===== config.mk =====
export PLATFORM = sky130hd
export DESIGN_NAME = cpu_ce_gen
export DESIGN_NICKNAME = d
export VERILOG_FILES = /design/src/rtl/cpu_ce_gen.sv
export SDC_FILE = /design/constraint.sdc
export NUM_CORES = 1
export LEC_CHECK = 0
export CAP_MARGIN = 20
export CORE_UTILIZATION = 56
export CTS_CLUSTER_SIZE = 24
export DETAILED_ROUTE_END_ITERATION = 7
export PLACE_DENSITY = 0.82
export SYNTH_ARGS = -nofsm -noshare
export SYNTH_HDL_FRONTEND = slang
export SYNTH_SLANG_ARGS = --single-unit

===== constraint.sdc =====
create_clock -name clk_sys -period 2.4 [get_ports clk_sys]
set_input_delay 0.24 -clock clk_sys [delete_from_list [all_inputs] [get_ports clk_sys]]
set_output_delay 0.24 -clock clk_sys [all_outputs]
set_load 0.01 [all_outputs]

===== src/rtl/cpu_ce_gen.sv =====
// CPU phase-enable generator: NMODES selectable divider periods, per-mode contention
// wait gating, glitch-free mode switching with an idle gap, and a fixed-rate aux enable.
module cpu_ce_gen #(
  parameter int                       NMODES      = 2,
  parameter int                       CNT_W       = 6,
  parameter logic [NMODES*CNT_W-1:0]  PERIODS     = {6'd27, 6'd16},
  parameter logic [NMODES-1:0]        NOWAIT_MASK = 2'b10,
  parameter int                       GAP         = 3,
  parameter int                       AUX_DIV     = 12,
  localparam int                      MW          = (NMODES > 1) ? $clog2(NMODES) : 1
) (
  input  logic          clk_sys,
  input  logic          reset,
  input  logic [MW-1:0] mode_req,
  input  logic          wait_req,
  input  logic          wait_dis,
  output logic          ce_p,
  output logic          ce_n,
  output logic          ce_aux,
  output logic [MW-1:0] mode_cur,
  output logic          switching,
  output logic          waiting
);

  typedef enum logic [1:0] {
    S_RUN,
    S_DRAIN,
    S_GAP
  } state_t;

  state_t           state;
  logic [CNT_W-1:0] cnt;
  logic [3:0]       gcnt;
  logic [7:0]       aux_cnt;

  logic [CNT_W-1:0] period_tab [NMODES];
  logic [CNT_W-1:0] p;
  logic             at_zero;
  logic             at_half;
  logic             at_last;
  logic             gate_new;
  logic             gated;

  for (genvar m = 0; m < NMODES; m++) begin : g_tab
    assign period_tab[m] = PERIODS[m*CNT_W +: CNT_W];
  end

  // NOTE: every always_comb output gets a default first, so no path can infer a latch.
  always_comb begin
    p        = period_tab[mode_cur];
    at_zero  = (cnt == '0);
    at_half  = (cnt == (p >> 1));
    at_last  = (cnt == p - 1'b1);
    gate_new = wait_req & ~wait_dis & ~NOWAIT_MASK[mode_cur];
    // The gate decided at period start already applies to that period's ce_p.
    gated    = at_zero ? gate_new : waiting;
  end

  // NOTE: sequential state uses non-blocking assignments only, so every register
  // samples pre-edge values regardless of statement order.
  always_ff @(posedge clk_sys) begin
    if (reset) begin
      state     <= S_RUN;
      cnt       <= '0;
      gcnt      <= '0;
      mode_cur  <= mode_req;
      ce_p      <= 1'b0;
      ce_n      <= 1'b0;
      switching <= 1'b0;
      waiting   <= 1'b0;
    end else begin
      ce_p <= 1'b0;
      ce_n <= 1'b0;
      cnt  <= at_last ? '0 : cnt + 1'b1;
      unique case (state)
        S_RUN: begin
          if (at_zero) waiting <= gate_new;
          ce_p <= at_zero & ~gated;
          ce_n <= at_half & ~gated;
          if (mode_req != mode_cur) begin
            state   <= S_DRAIN;
            waiting <= 1'b0;
          end
        end
        S_DRAIN: begin
          // Let the running period finish so no pulse is truncated.
          ce_p <= at_zero;
          ce_n <= at_half;
          if (at_last) begin
            state     <= S_GAP;
            switching <= 1'b1;
            gcnt      <= 4'(GAP);
          end
        end
        S_GAP: begin
          if (at_last) begin
            gcnt <= gcnt - 1'b1;
            if (gcnt == 4'd1) begin
              state     <= S_RUN;
              switching <= 1'b0;
              mode_cur  <= mode_req;
            end
          end
        end
        default: state <= S_RUN;
      endcase
    end
  end

  // Aux divider is independent of mode, wait and switching.
  always_ff @(posedge clk_sys) begin
    if (reset) begin
      aux_cnt <= '0;
      ce_aux  <= 1'b0;
    end else begin
      ce_aux  <= (aux_cnt == '0);
      aux_cnt <= (aux_cnt == 8'(AUX_DIV - 1)) ? '0 : aux_cnt + 1'b1;
    end
  end

endmodule

==> results.md <==
Run status:
- The flow ran to the end, and the final reports show no timing, DRC or antenna violations.

Power:
- In this run the power density over the cells is 569 nW/um2.
- The sum of internal, switching and leakage power is just over 800 uW.
- In this run the static leakage power is between 0.5 and 0.6 nW.
- The worst-case IR drop observed on VDD is 292 uV.

Worst setup path:
- The worst flop-to-flop path endpoint is mode_cur.
- The element type at the critical path end is a flip-flop.
- The category of the worst setup path launch point is a flip-flop.
- Data on the critical path arrives at its endpoint at 2060 ps.
- The critical path class is flip-flop to flip-flop.
- The startpoint identified for the worst register-to-register timing path is mode_cur.
- The required time of the critical path is 2470 ps.
- In this run the register-to-register setup slack is 420 ps.
- The length in cells of the worst reg-to-reg path is 4.
- Along the worst path, the maximum fanout reaches 14.

Route:
- The via count normalized by instance count is slightly below 6.
- The detail route stage leaves a number of antenna-violating nets equal to 0.
- In this run, the number of DRC markers left after iteration 0 of detailed routing was 30.
- The total detailed-routing wirelength is 2340 um.
- The via count is 1022.
- The routed wire length per instance is 13.2 um.
- In the routed design, unresolved DRC markers number 0.
- The number of search-and-repair iterations in the first detailed-routing pass is 4.

Layout:
- Leaving out fill and tap cells, the most frequent cell in the layout is dfxtp_1.
- The total of fill cells in the finished design is 164.
- The area occupied by multi-input gates is between 600 and 700 um2.
- The repair_antennas step left the layout with diodes totalling 0.
- The flip-flop and latch area is roughly 530 um2.
- The total number of nets in the final design is 162.
- The area growth from synthesis to layout is 11.4%.
- The top cell types in the final layout, fill and taps aside, are dfxtp_1, nor2_1, inv_1.
- The post-route standard cell area excluding fillers is 1430 um2.
- In the final layout, the share of cells above drive strength 1 is 0.0667.

Timing:
- Setup violations remaining at the end of the flow were counted as 0.
- The count of endpoints failing hold in the final timing report was 0.
- Counting I/O delays and the setup requirement, the final critical path takes 1980 ps.
- Of the available clock period, the critical path in the final layout requires 0.827.
- The tightest hold path in the finished design has a slack of 490 ps.
- At the pin with the least slew margin, the transition time is 581 ps.
- Setup repair after global routing left no endpoint under its margin.
- The least setup slack across all paths after layout is 416 ps.
- The total count of max-transition violations in the final report is 0.
- The fmax is 0.504 GHz.
- Summed over all failing endpoints, the final setup total negative slack is 0 ps.
- For the final database, setup skew stands at 2.91 ps.
- The worst slew slack as a fraction of its limit is 0.612.

Yosys:
- In the synthesized netlist the async set-or-reset flop fraction comes to 0.
- Of the total synthesized cell area, the portion taken by full adders, half adders and majority gates is 0.0586.
- Dividing the synthesized area by the synthesized cell count gives 9.09 um2.
- The compound-gate portion of the synthesized area was 0.154.
- By area, the combinational part of the netlist is dominated by simple AND/OR/NAND/NOR gates.
- The mapped netlist covers 1280 um2.
- The number of register bits inferred by synthesis is 26.
- The number of warnings issued by yosys is 0.
- Counting distinct cell types in the post-synthesis netlist gives between 40 and 50.
- Of the total synthesized cell area, the portion taken by AND, OR, NAND and NOR gates is 0.227.
- The fraction of post-synthesis cell area in the top cell type by area is 0.391.
- The number of enable flip-flop cells after synthesis is 1.
- After synthesis, the share of cell area in mux cells is 0.00879.
- By area the synthesized netlist is led by dfxtp_1, nor2_1, ha_1.
- Of the synthesized area, sequential elements account for 0.414.
- The cell accounting for the most synthesized area is dfxtp_1.
- In the synthesized netlist the dominant register cell turns out to be dfxtp_1.
- The post-synthesis instance total is 141.
- When the netlist entered floorplanning its net count stood at 152.
- Of the total synthesized cell area, the portion taken by XOR and XNOR cells is 0.0752.

CTS:
- The hold buffer count at CTS is 0.
- The H-tree level count is 1.
- The number of buffers on the longest clock path is 2.
- The clock transition at the register clock pins on the worst setup and hold paths after CTS is 140 ps.
- Clock latency on the worst-skew pair, taken at its later pin, is 330 ps.
- The master cell of the clock root buffer is clkbuf_4.
- The count of clock tree sinks is 26.
- The number of buffers inserted during clock tree synthesis is 3.
- After clock tree synthesis, the setup repair step added 0 buffers.
- TritonCTS built the clock tree.
- The number of gates given a new drive strength after cts is 0.

Floorplanning:
- The vertical die dimension is approximately 50 um.
- After floorplanning, the core was divided into 16 placement rows.
- The area of the die is about 2500 um2.
- The floorplan step defined a core boundary enclosing 2060 um2.
- The initial utilization of the core area, before any placement, comes to 0.621.
- From left edge to right edge, the die measures 49.8 um.
- 11 I/O pins were placed.

Global route:
- Across every metal layer, demand over resource in global routing totals 0.218.
- The first global-routing pass estimated 4180 um of wire.
- The number of global-route vias before repair is 1016.
- The number of antenna violations at the first check in global routing is 0.
- The global-route congestion overflow total is 0.
- Entering global routing, the biggest net connects 17 pins.

Place:
- Routability-driven placement finished with a final weighted congestion of 0.856.
- The wire-length estimate of the detail-placed layout is approximately 1700 um.
- In this run the cell area measured after placement is roughly 1400 um2.
- OpenSTA, run right after detailed placement, puts the worst setup slack at 444 ps.
- The number of I/O port buffers is 10.

Job:
- The number of max-capacitance violations reported is 0.

Worst hold path:
- The path type of the worst min-delay path is flip-flop to flip-flop.
- The hold path depth is 1.
- The path with the worst hold slack has its endpoint at aux_cnt[0].
- The startpoint identified for the worst hold timing path is aux_cnt[0].
## routing by layer
| layer | track usage | share of wire | vias to the layer above |
|---|---|---|---|
| met1 | 0.252 | 0.46 | 480 |
| met2 | 0.381 | 0.49 | 22 |
| met5 | 0 | 0 | - |
| met4 | 0.124 | 0.018 | 0 |
| met3 | 0.0278 | 0.028 | 5 |
| li1 | - | - | 515 |
## cell families (layout without fill, tap and decap cells)
| family | Yosys count | in the layout |
|---|---|---|
| AND/OR/NAND/NOR | 57 | 57 |
| flip-flops | 26 | 26 |
| AO/OA/AOI/OAI | 23 | 23 |
| buffers and inverters | 17 | 26 |
| XOR/XNOR | 11 | 11 |
| adder cells (fa/ha/maj) | 6 | 6 |
| multiplexers | 1 | 1 |
## area by class of cell
cell class                      instances  area share
Multi-Input combinational cell         98       0.470
Sequential cell                        26       0.372
Timing Repair Buffer                   10      0.0701
Clock buffer                            4      0.0333
Inverter                               12      0.0316
Tap cell                               27      0.0237
## where the power goes
group          internal (mW)  switching (mW)
Clock                  0.127           0.136
Sequential             0.451          0.0212
Combinational         0.0376          0.0399
## cell usage after synthesis (2+ instances only)
cell      count
inv_1        12
and3_1        5
nor4_1        5
nand4_1       3
clkbuf_1      2
nand2_1       9
o31ai_1       2
a21oi_1       5
nor2_1       21
ha_1          6
buf_6         2
xor2_1        5
nor3_1        2
xnor2_1       6
dfxtp_1      25
or4_1         2
nand3_1       4
## flip-flops by register name, summed over array words and instances, names as in the netlist
signal / count
ce_aux: 1
switching: 1
ce_n: 1
cnt: 6
waiting: 1
mode_cur: 1
gcnt: 4
state: 2
ce_p: 1
aux_cnt: 8
## how the worst max path moves through the flow
stage / cells past startpoint / slack (ps) / endpoint / from
6_report: 4 / 420 / mode_cur / mode_cur
5_1_grt: 4 / 250 / mode_cur / mode_cur
4_1_cts: 4 / 440 / mode_cur / mode_cur
3_5_place_dp: 4 / 440 / mode_cur / mode_cur
3_3_place_gp: 4 / 510 / mode_cur / mode_cur
2_1_floorplan: 4 / 630 / mode_cur / mode_cur
## critical path: stages (launching register included)
cell       delay (ps)
edfxtp_1          520
and4bb_2          380
o2111ai_4         230
nor4_1            420
or2_2             180
## through the flow
step,std cells,util
after detailed placement,173,0.669
after global routing,177,0.692
after floorplan,141,-
final,177,0.692
after global placement,173,0.669
after CTS,177,0.692
Note: power is estimated with default switching activity, not from simulation.
